[src/rtl/module_alu_operand_loader.sv]
// module_alu_operand_loader
//
// Operand front end for module_alu_sumador. Each rising edge of the load
// button captures the shared switch bus into the next slot: operand A,
// operand B, then the carry/flag-in (bit 0 only). Once the set is
// complete, the operands are held stable on the ALU inputs and the ALU's
// combinational result is registered one cycle later for the display.
//
// Ports
//   clk_i            system clock, rising edge
//   rst_n_i          synchronous active-low reset
//   data_i           shared operand bus; bit 0 is the flag in the FLAG step
//   load_i           load request level; only its rising edge acts
//   clear_i          restart the load sequence, register contents kept
//   ALUResult_i      combinational result from the ALU
//   ALUA_o/ALUB_o    operands to the ALU
//   ALUFlagIn_o      flag/carry-in to the ALU
//   operands_valid_o complete operand set present (HOLD)
//   result_o         registered ALU result
//   result_valid_o   result_o belongs to the current operand set
//   state_o          FSM state code for the LEDs
//
// state  | meaning
// LOAD_A | waiting for the load that captures operand A
// LOAD_B | waiting for the load that captures operand B
// LOAD_F | waiting for the load that captures the flag
// HOLD   | full set on the ALU; next load starts a new set with A

module module_alu_operand_loader #(
    parameter int WIDTH = 8
) (
    input  logic             clk_i,
    input  logic             rst_n_i,
    input  logic [WIDTH-1:0] data_i,
    input  logic             load_i,
    input  logic             clear_i,
    input  logic [WIDTH-1:0] ALUResult_i,
    output logic [WIDTH-1:0] ALUA_o,
    output logic [WIDTH-1:0] ALUB_o,
    output logic             ALUFlagIn_o,
    output logic             operands_valid_o,
    output logic [WIDTH-1:0] result_o,
    output logic             result_valid_o,
    output logic [1:0]       state_o
);

    typedef enum logic [1:0] {
        LOAD_A = 2'b00,
        LOAD_B = 2'b01,
        LOAD_F = 2'b10,
        HOLD   = 2'b11
    } state_t;

    state_t           state;
    state_t           nextState;
    logic             loadQ;
    logic             firstCycle;
    logic             loadEvt;
    logic [WIDTH-1:0] aluA;
    logic [WIDTH-1:0] aluB;
    logic             aluFlag;
    logic [WIDTH-1:0] result;
    logic             resultValid;

    // The first cycle after reset only arms the edge detector, so a button
    // already held while reset releases must be released and pressed again.
    assign loadEvt = load_i & ~loadQ & ~firstCycle;

    always_ff @(posedge clk_i) begin
        if (!rst_n_i) begin
            state <= LOAD_A;
        end else begin
            state <= nextState;
        end
    end

    always_comb begin
        nextState = state;
        if (clear_i) begin
            nextState = LOAD_A;
        end else if (loadEvt) begin
            case (state)
                LOAD_A:  nextState = LOAD_B;
                LOAD_B:  nextState = LOAD_F;
                LOAD_F:  nextState = HOLD;
                HOLD:    nextState = LOAD_B;
                default: nextState = LOAD_A;
            endcase
        end
    end

    always_ff @(posedge clk_i) begin
        if (!rst_n_i) begin
            loadQ       <= 1'b0;
            firstCycle  <= 1'b1;
            aluA        <= '0;
            aluB        <= '0;
            aluFlag     <= 1'b0;
            result      <= '0;
            resultValid <= 1'b0;
        end else begin
            loadQ      <= load_i;
            firstCycle <= 1'b0;

            if (!clear_i && loadEvt) begin
                case (state)
                    LOAD_A, HOLD: aluA    <= data_i;
                    LOAD_B:       aluB    <= data_i;
                    LOAD_F:       aluFlag <= data_i[0];
                    default:      ;
                endcase
            end

            // resultValid is still low only on the first HOLD cycle, which
            // is the one edge where the ALU output is sampled.
            if (!clear_i && state == HOLD && !resultValid) begin
                result <= ALUResult_i;
            end

            if (clear_i) begin
                resultValid <= 1'b0;
            end else if (state == HOLD) begin
                resultValid <= ~loadEvt;
            end else begin
                resultValid <= 1'b0;
            end
        end
    end

    assign ALUA_o           = aluA;
    assign ALUB_o           = aluB;
    assign ALUFlagIn_o      = aluFlag;
    assign operands_valid_o = (state == HOLD);
    assign result_o         = result;
    assign result_valid_o   = resultValid;
    assign state_o          = state;

endmodule

[config.mk]
export PLATFORM = sky130hd
export DESIGN_NAME = module_alu_operand_loader
export DESIGN_NICKNAME = d
export VERILOG_FILES = /design/src/rtl/module_alu_operand_loader.sv
export SDC_FILE = /design/constraint.sdc
export NUM_CORES = 1
export LEC_CHECK = 0
export CORE_MARGIN = 2
export CORE_UTILIZATION = 41
export CTS_CLUSTER_DIAMETER = 150
export CTS_CLUSTER_SIZE = 24
export DETAILED_ROUTE_END_ITERATION = 8
export PLACE_DENSITY = 0.9
export SYNTH_ARGS = -nofsm -noshare
export SYNTH_HDL_FRONTEND = slang
export SYNTH_SLANG_ARGS = --single-unit
[constraint.sdc]
create_clock -name clk_i -period 1.46 [get_ports clk_i]
set_clock_uncertainty 0.05 [all_clocks]
set_input_delay 0.292 -clock clk_i [delete_from_list [all_inputs] [get_ports clk_i]]
set_output_delay 0.292 -clock clk_i [all_outputs]
set_load 0.02 [all_outputs]
==> qor.csv, run 1 <==
metric,value,unit
run status,"complete, no violations",
clock buffer depth,2,
Vias per Instance,4.889,
Max Slew Vio Count,0,
DR DRC count,0,
TritonCTS clock tree,built,
largest net degree at the start of global routing,17,
DP Worst Slack,-0.2854,ns
share of layout cells above drive strength 1,11.98,%
Pre-antenna DRT Iters,4,
Num CTS Buffers,5,
gr usage total,19.01,%
final worst setup slack,0.04765,ns
"Reg clk slew, reported paths",0.09,ns
CP Max Fanout,8,
mux share of post-synthesis cell area,21.81,%
Core Region,2710,µm²
leakage dissipation,0.0008955,µW
IO Port Bufs,48,
initial antenna violation count,0,
power per cell area,846.6,nW/µm²
compound-gate portion of the synthesized area,1.309,%
hold_buf cts,0,
warning count from the yosys run,0,
largest family of logic cells by synthesized area,multiplexers,
WP data required,1.63,ns
HP Start,ALUB_o[7]$_SDFFE_PN0P_,
Cells after Synth,111,
fillers,237,
Final setup viols,0,
total gr overflow,0,
number of H-tree levels,2,
Layout Nets,191,
Rows,19,
Post-Synth Adder-Cell Area,3.272,%
CP top delay family,simple AND/OR/NAND/NOR gates,
fmax,0.7080,GHz
critical path arrival,1.58,ns
Die X,56.90,µm
Worst Hold Class,reg2reg,
Finished Core Util,63.94,%
"critical path, cell by cell",clkdlybuf4s50_1 -> nor4b_4 -> nand2_4 -> mux2i_1,
final period utilization,96.74,%
post-route antenna net violation count,0,
Post-Route WL,2.724,mm
Diodes inserted,0,
Skew-Pair Late Insertion Delay,0.32,ns
syn nets,134,
min cycle time layout,1.412,ns
Netlist cell types,17,
synthesized cell area,1147,µm²
"commonest non-fill, non-tap cells in the layout","28 x dfxtp_1, 28 x dlygate4sd2_1, 25 x nand2_1, 25 x mux2i_1, 19 x clkdlybuf4s50_1",
Layout area overhead,51.04,%
vias in the first global route,1059,
xor and xnor area share after synthesis,0,%
first-pass GRT wire length,4.595,mm
initial core utilization,42.34,%
# IOs,49,
via count,968,
placer congestion estimate,0.6770,
startpoint types,input port,
CP max-delay cell,clkdlybuf4s50_1,
CP max stage delay,0.50,ns
hold slack,0.4141,ns
Worst Tran Pin Value,0.3880,ns
post-CTS sizing,33,
die extent in y,56.90,µm
critical path class,in2reg,
worst path buffer plus inverter count,1,
post-synthesis simple-gate area fraction,18.76,%
sequential-to-total area share from yosys stat,52.34,%
CP Capture Type,flop,
Final Hold Vio Count,0,
Peak supply drop,0.6434,mV
Reg-to-Reg Start,state_o[0]$_SDFFE_PP0N_,
Seq cells post-synth,30,
slew margin rel.,74.02,%
detailed placement HPWL,2.130,mm
mean post-synth cell area,10.34,µm²
Power Total,1467,µW
clock root buffer,clkbuf_4,
post-DR wirelength/cell,13.76,µm
CP startpoint,clear_i,
setup bufs post-CTS,0,
clk sinks,30,
Max-Cap Viols,0,
die area,3238,µm²
RSZ-0062 raised after global routing,true,
DR iter-0 viols,11,
==> worst reg2reg max path, delay by kind of cell, from the launching register on <==
kind                       cells  cell delay [ns]
muxes                          1             0.22
adders and majority gates      1             0.33
buffers and inverters          2             0.16
and+or+nand+nor                1             0.16
DFF                            1             0.37
==> flip-flops by register name, summed over array words and instances, names as in the netlist <==
name and flops:
ALUB_o 8, firstCycle 1, ALUA_o 8, state_o 2, ALUFlagIn_o 1, result_o 8
loadQ 1, result_valid_o 1
==> worst paths after layout <==
path	cells after the start	slack [ns]	to
min	2	0.41	ALUB_o[7]$_SDFFE_PN0P_
max	4	0.05	ALUA_o[0]$_SDFFE_PN0P_
min reg2reg	2	0.41	ALUB_o[7]$_SDFFE_PN0P_
max reg2reg	5	0.09	ALUA_o[0]$_SDFFE_PN0P_
==> cells by family (layout without fill, tap and decap cells) <==
family                   after synthesis  in the layout
AO/OA/AOI/OAI                          2              2
flip-flops                            30             30
multiplexers                          25             25
buffers and inverters                  7             63
AND/OR/NAND/NOR                       44             44
adder cells (fa/ha/maj)                3              3
==> report_power, final <==
part / switching (µW) / internal [µW] / leakage [µW]
combinational: 65.4 / 81.9 / 0.000621
clock: 265 / 217 / 0.0000302
sequential: 9.62 / 829 / 0.000244
==> metrics by stage <==
stage	instances	instance area [µm²]	TNS, ns
floorplan	111	1162	0
global placement	192	1709	-4.693
detailed placement	192	1709	-6.010
CTS	198	1723	0
global route	198	1733	-0.02501
finish	198	1733	0
==> cell usage after synthesis (all sizes together) <==
cell type	number	area, µm²
inv	2	7.510
mux2i	25	250.2
nor2	10	37.54
and2	1	6.260
a211oi	2	15.01
nand3b	1	7.510
nand2	27	106.4
nor4b	1	23.77
buf	2	10.01
dfxtp	30	600.6
nand2b	1	6.260
clkbuf	2	7.510
ha	3	37.54
nor3b	3	27.52
clkinv	1	3.750
==> layout make-up <==
type	instances	area, µm²	area share, %
inverters	3	11.26	0.6498
well taps	31	38.79	2.238
flip-flops and latches	30	605.6	34.95
multi-input cells	74	540.5	31.19
clock buffers	6	51.30	2.960
repair buffers	54	485.5	28.01
==> per-layer routing <==
layer	vias to the layer above	GRT usage, %	share of wire [%]
li1	480	-	-
met1	440	17.93	35
met5	-	0	0
met4	0	9.302	3.3
met3	11	10.60	9.3
met2	37	33.00	52
Note: power is estimated with default switching activity, not from simulation.
==> inputs of run 2 (changes only) <==
--- a/config.mk
+++ b/config.mk
@@ -10,6 +10,8 @@
 export CTS_CLUSTER_DIAMETER = 150
 export CTS_CLUSTER_SIZE = 24
 export DETAILED_ROUTE_END_ITERATION = 8
+export GPL_TIMING_DRIVEN = 0
+export HOLD_SLACK_MARGIN = 0.05
 export PLACE_DENSITY = 0.9
 export SYNTH_ARGS = -nofsm -noshare
 export SYNTH_HDL_FRONTEND = slang
==> constraint.sdc (replaced) <==
create_clock -name clk_i -period 1.46 [get_ports clk_i]
set_clock_uncertainty 0.05 [all_clocks]
set_input_delay 0.292 -clock clk_i [delete_from_list [all_inputs] [get_ports clk_i]]
set_output_delay 0.292 -clock clk_i [all_outputs]
set_load 0.1 [all_outputs]
==> run 2 against run 1 <==
Setup slack worse by 0.0092 ns. Combinational power grew 33%. Sequential share of layout area is 1.4 points higher. Clock-buffer cell count is 2 higher. Utilization decreased by 2.2 points. Final cell count decreased by 0.51%. Total power increased by 2.6%. Clock power down 2%. Critical path type unchanged. Largest power group unchanged.
==> qor.csv, run 2 (synthesized netlist as in run 1, its figures left out) <==
metric,value,unit
Power Total,1506,µW
Final Hold Vio Count,0,
placer congestion estimate,0.7066,
CP Capture Type,flop,
final period utilization,97.37,%
gr usage total,18.47,%
Hold Path Depth,3,
detailed placement HPWL,2.023,mm
CP Max Fanout,8,
Num CTS Buffers,5,
Peak supply drop,0.6606,mV
Worst Tran Pin Value,0.4564,ns
slew margin rel.,69.58,%
"commonest non-fill, non-tap cells in the layout","28 x dfxtp_1, 28 x clkbuf_4, 25 x nand2_1, 25 x mux2i_1, 18 x clkdlybuf4s50_1",
min cycle time layout,1.422,ns
Finished Core Util,61.73,%
initial antenna violation count,0,
first-pass GRT wire length,4.491,mm
Cells after DPL,189,
Pre-antenna DRT Iters,4,
RSZ-0062 raised after global routing,true,
TritonCTS clock tree,built,
critical path arrival,1.59,ns
Rows,19,
vias in the first global route,996,
die extent in y,56.90,µm
fmax,0.7034,GHz
Vias per Instance,4.832,
initial core utilization,42.34,%
Diodes inserted,0,
Core Region,2710,µm²
R2R depth,4,
DR DRC count,0,
WP data required,1.63,ns
Worst Hold Class,in2reg,
r2r setup slk,0.14,ns
share of layout cells above drive strength 1,26.51,%
run status,"complete, no violations",
largest net degree at the start of global routing,11,
Max-Cap Viols,0,
clock root buffer,clkbuf_4,
Post-Route WL,2.643,mm
# IOs,49,
IO Port Bufs,47,
critical path class,in2reg,
"Reg clk slew, reported paths",0.09,ns
power per cell area,900.0,nW/µm²
DR iter-0 viols,27,
via count,952,
r2r endpoint,ALUA_o[5]$_SDFFE_PN0P_,
post-DR wirelength/cell,13.42,µm
leakage dissipation,0.0007691,µW
die area,3238,µm²
clk sinks,30,
startpoint types,input port,
Die X,56.90,µm
Skew-Pair Late Insertion Delay,0.33,ns
Reg-to-Reg Start,state_o[0]$_SDFFE_PP0N_,
fillers,232,
Non-Filler Instances,197,
HP Start,rst_n_i,
Max Slew Vio Count,0,
number of H-tree levels,2,
post-route antenna net violation count,0,
Layout Nets,188,
clock buffer depth,2,
Layout area overhead,45.80,%
Hold Path End,ALUA_o[6]$_SDFFE_PN0P_,
Final setup viols,0,
total gr overflow,0,
-- run 2: cell types whose count changed in the layout (fill, tap and decap cells not counted) --
cell,previous run,this run
dlygate4sd2_1,28,0
clkbuf_4,5,28
clkbuf_1,0,5
nand2_2,0,2
nand2_4,2,0
buf_12,0,1
clkbuf_8,1,0
clkdlybuf4s50_1,19,18
dfxtp_2,1,0
dfxtp_4,1,2
nor3b_1,2,1
nor3b_2,1,2
-- run 2: per-stage QoR --
| stage | setup TNS, ns | setup slack (ns) | hold slack, ns | cell area (µm²) |
|---|---|---|---|---|
| floorplan | -2.255 | -0.2819 | 0.3637 | 1175 |
| global placement | -15.51 | -0.4912 | 0.3956 | 1684 |
| detailed placement | -16.79 | -0.5035 | 0.4066 | 1684 |
| CTS | 0 | 0.0002868 | 0.2844 | 1607 |
| global route | -0.1484 | -0.03081 | 0.3015 | 1673 |
| finish | 0 | 0.03842 | 0.2893 | 1673 |
-- run 2: layer usage --
layer  up-vias  part of all wire [%]  track usage [%]
met5         -                     0                0
met4         0                   2.5            10.30
met3         8                   6.5            6.452
met2        33                    52            30.54
met1       438                    39            20.61
li1        473                     -                -
-- run 2: how the worst max path moves through the flow --
| stage | startpoint | endpoint | slack (ns) | depth (start not counted) |
|---|---|---|---|---|
| 2_1_floorplan | state_o[1]$_SDFFE_PP0N_ | result_o[0]$_SDFFE_PN0P_ | -0.28 | 5 |
| 3_3_place_gp | state_o[1]$_SDFFE_PP0N_ | operands_valid_o | -0.49 | 2 |
| 3_5_place_dp | state_o[1]$_SDFFE_PP0N_ | operands_valid_o | -0.50 | 2 |
| 4_1_cts | result_valid_o$_SDFF_PP0_ | result_valid_o | 0.0003 | 1 |
| 5_1_grt | clear_i | ALUB_o[6]$_SDFFE_PN0P_ | -0.03 | 4 |
| 6_report | clear_i | ALUB_o[1]$_SDFFE_PN0P_ | 0.04 | 4 |
-- run 2: cell type report --
class / instances / area (µm²) / share of cell area (%)
Buffer: 4 / 20.02 / 1.197
Multi-Input combinational cell: 74 / 535.5 / 32.01
Timing Repair Buffer: 47 / 410.4 / 24.53
Clock buffer: 8 / 48.80 / 2.917
Sequential cell: 30 / 608.1 / 36.35
Tap cell: 31 / 38.79 / 2.319
Inverter: 3 / 11.26 / 0.6732
-- run 2: power by group --
group / internal (µW) / switching, µW / leakage (µW)
registers: 828 / 10.3 / 0.000244
logic: 75.3 / 121 / 0.000498
clock network: 192 / 280 / 0.0000265
-- run 2: repair_timing --
item / CTS / global route
pin swaps: 0 / 0
hold buffers: 0 / 0
buffers inserted: 0 / 0
endpoints found under the setup margin: 29 / 37
resized for setup: 152 / 25
-- run 2: critical path, cell delays in order --
cell	delay (ns)
clkdlybuf4s50_1	0.51
nor4b_4	0.35
nand2_2	0.25
mux2i_1	0.18
==> inputs of run 3 (changes only) <==
--- a/config.mk
+++ b/config.mk
@@ -5,14 +5,13 @@
 export SDC_FILE = /design/constraint.sdc
 export NUM_CORES = 1
 export LEC_CHECK = 0
-export CORE_MARGIN = 2
-export CORE_UTILIZATION = 41
+export CORE_UTILIZATION = 35
 export CTS_CLUSTER_DIAMETER = 150
 export CTS_CLUSTER_SIZE = 24
 export DETAILED_ROUTE_END_ITERATION = 8
 export GPL_TIMING_DRIVEN = 0
 export HOLD_SLACK_MARGIN = 0.05
-export PLACE_DENSITY = 0.9
+export PLACE_DENSITY = 0.8
 export SYNTH_ARGS = -nofsm -noshare
 export SYNTH_HDL_FRONTEND = slang
 export SYNTH_SLANG_ARGS = --single-unit
==> run 3 against run 2 <==
Clock-buffer cell count shrank 1. Maximum frequency is 0.57% lower. Worst hold slack improved by 0.014 ns. Sequential cell count is the same. Setup slack worse by 0.0081 ns. Largest power group unchanged. Highest routed layer unchanged.
==> qor.csv, run 3 (synthesized netlist as in run 1, its figures left out) <==
metric,value,unit
r2r endpoint,ALUA_o[0]$_SDFFE_PN0P_,
TritonCTS clock tree,built,
largest net degree at the start of global routing,11,
worst path buffer plus inverter count,1,
Vias per Instance,4.443,
Skew-Pair Late Insertion Delay,0.31,ns
post-DR wirelength/cell,12.59,µm
Finished Core Util,54.31,%
number of H-tree levels,2,
setup bufs post-CTS,0,
CP startpoint,ALUB_o[7]$_SDFFE_PN0P_,
"commonest non-fill, non-tap cell in the layout",dfxtp_1,
clock share of power,32.7,%
final period utilization,97.92,%
Die X,59.26,µm
initial core utilization,37.28,%
CP max stage delay,0.43,ns
sw frac,26.12,%
run status,"complete, no violations",
Int Pwr,1135,µW
R2R depth,4,
"critical path, cell by cell",buf_2,
placer congestion estimate,0.7120,
first-pass GRT wire length,4.353,mm
die extent in y,59.26,µm
Gate power share,12.7,%
Cells after DPL,202,
IO Port Bufs,47,
Diodes inserted,0,
fmax,0.6995,GHz
Peak supply drop,0.5222,mV
DR iter-0 viols,32,
r2r setup slk,0.12,ns
post-route antenna net violation count,0,
power per cell area,918.9,nW/µm²
hold slack,0.3029,ns
clk sinks,30,
Worst Tran Pin Value,0.4955,ns
slew margin rel.,67.20,%
Setup TNS Final,0,ns
area taken by flip-flops and latches,608.1,µm²
Net Switching,401.2,µW
Max Slew Vio Count,0,
fillers,299,
Layout area overhead,45.69,%
DR DRC count,0,
Final Hold Vio Count,0,
Final setup viols,0,
critical path class,reg2out,
Max-Cap Viols,0,
CP Max Fanout,2,
RSZ-0062 raised after global routing,true,
Flop pwr share,54.5,%
Rows,20,
HP Start,rst_n_i,
Layout Nets,188,
critical path arrival,1.09,ns
leakage dissipation,0.0007808,µW
gr usage total,17.20,%
die area,3511,µm²
total gr overflow,0,
via count,933,
Hold Path End,ALUB_o[2]$_SDFFE_PN0P_,
CP max-delay cell,buf_2,
Post-Route WL,2.644,mm
detailed placement HPWL,2.017,mm
min cycle time layout,1.430,ns
Worst Hold Class,in2reg,
Non-Filler Instances,210,
# IOs,49,
Multi-input gate area,535.5,µm²
clock buffer depth,2,
clock root buffer,clkbuf_4,
Reg-to-Reg Start,state_o[0]$_SDFFE_PP0N_,
Pre-antenna DRT Iters,3,
WP data required,1.12,ns
"Reg clk slew, reported paths",0.09,ns
initial antenna violation count,0,
"commonest non-fill, non-tap cells in the layout","28 x dfxtp_1, 25 x nand2_1, 25 x mux2i_1",
Core Region,3078,µm²
Power Total,1536,µW
startpoint types,flop,
CP Capture Type,primary output,
Num CTS Buffers,5,
share of layout cells above drive strength 1,27.71,%
CP top delay family,buffers and inverters,
vias in the first global route,966,
Hold Path Depth,3,
run 3: worst reg2reg max path, stage by stage, from the launching register on:
cell	delay (ns)
dfxtp_4	0.38
inv_1	0.05
ha_1	0.32
nand2_2	0.24
mux2i_1	0.23
run 3: worst max-delay path by stage:
stage,cells past startpoint,slack (ns),to
finish,1,0.03,ALUB_o[7]
global route,4,-0.03,ALUA_o[7]$_SDFFE_PN0P_
CTS,1,0.001,result_o[6]
detailed placement,2,-0.51,operands_valid_o
global placement,2,-0.49,operands_valid_o
floorplan,5,-0.28,result_o[0]$_SDFFE_PN0P_
run 3: metrics by stage:
stage | setup WS [ns] | instance area (µm²)
floorplan | -0.2819 | 1175
global placement | -0.4930 | 1700
detailed placement | -0.5060 | 1700
CTS | 0.0009965 | 1632
global route | -0.03387 | 1672
finish | 0.03032 | 1672
run 3: final cells by class:
| type | instances | share of cell area [%] |
|---|---|---|
| plain buffers | 4 | 1.198 |
| inverters | 3 | 0.6737 |
| multi-input cells | 74 | 32.04 |
| flip-flops and latches | 30 | 36.38 |
| clock inverters | 1 | 0.2994 |
| repair buffers | 47 | 22.83 |
| clock buffers | 7 | 3.293 |
| well taps | 44 | 3.293 |
run 3: power groups by stage:
stage	clock network, µW	registers (µW)	logic [µW]
3_5_place_dp	0	857	201
6_report	503	837	196
4_1_cts	514	838	195
5_1_grt	551	840	207
2_1_floorplan	0	924	50.2
3_3_place_gp	0	856	196
run 3: routing by layer:
metal  share of wire, %  track usage, %  routed length, µm  up-vias
met1                 43           19.70               1138      432
li1                   -               -                  -      471
met4                1.6           8.163                 43        0
met3                5.0           5.677                132        5
met5                  0               0                  0        -
met2                 50           28.73               1330       25
run 3: what timing repair did:
item,in CTS,in global routing
endpoints found under the setup margin,29,22
hold buffers,0,0
gates resized for setup,151,16
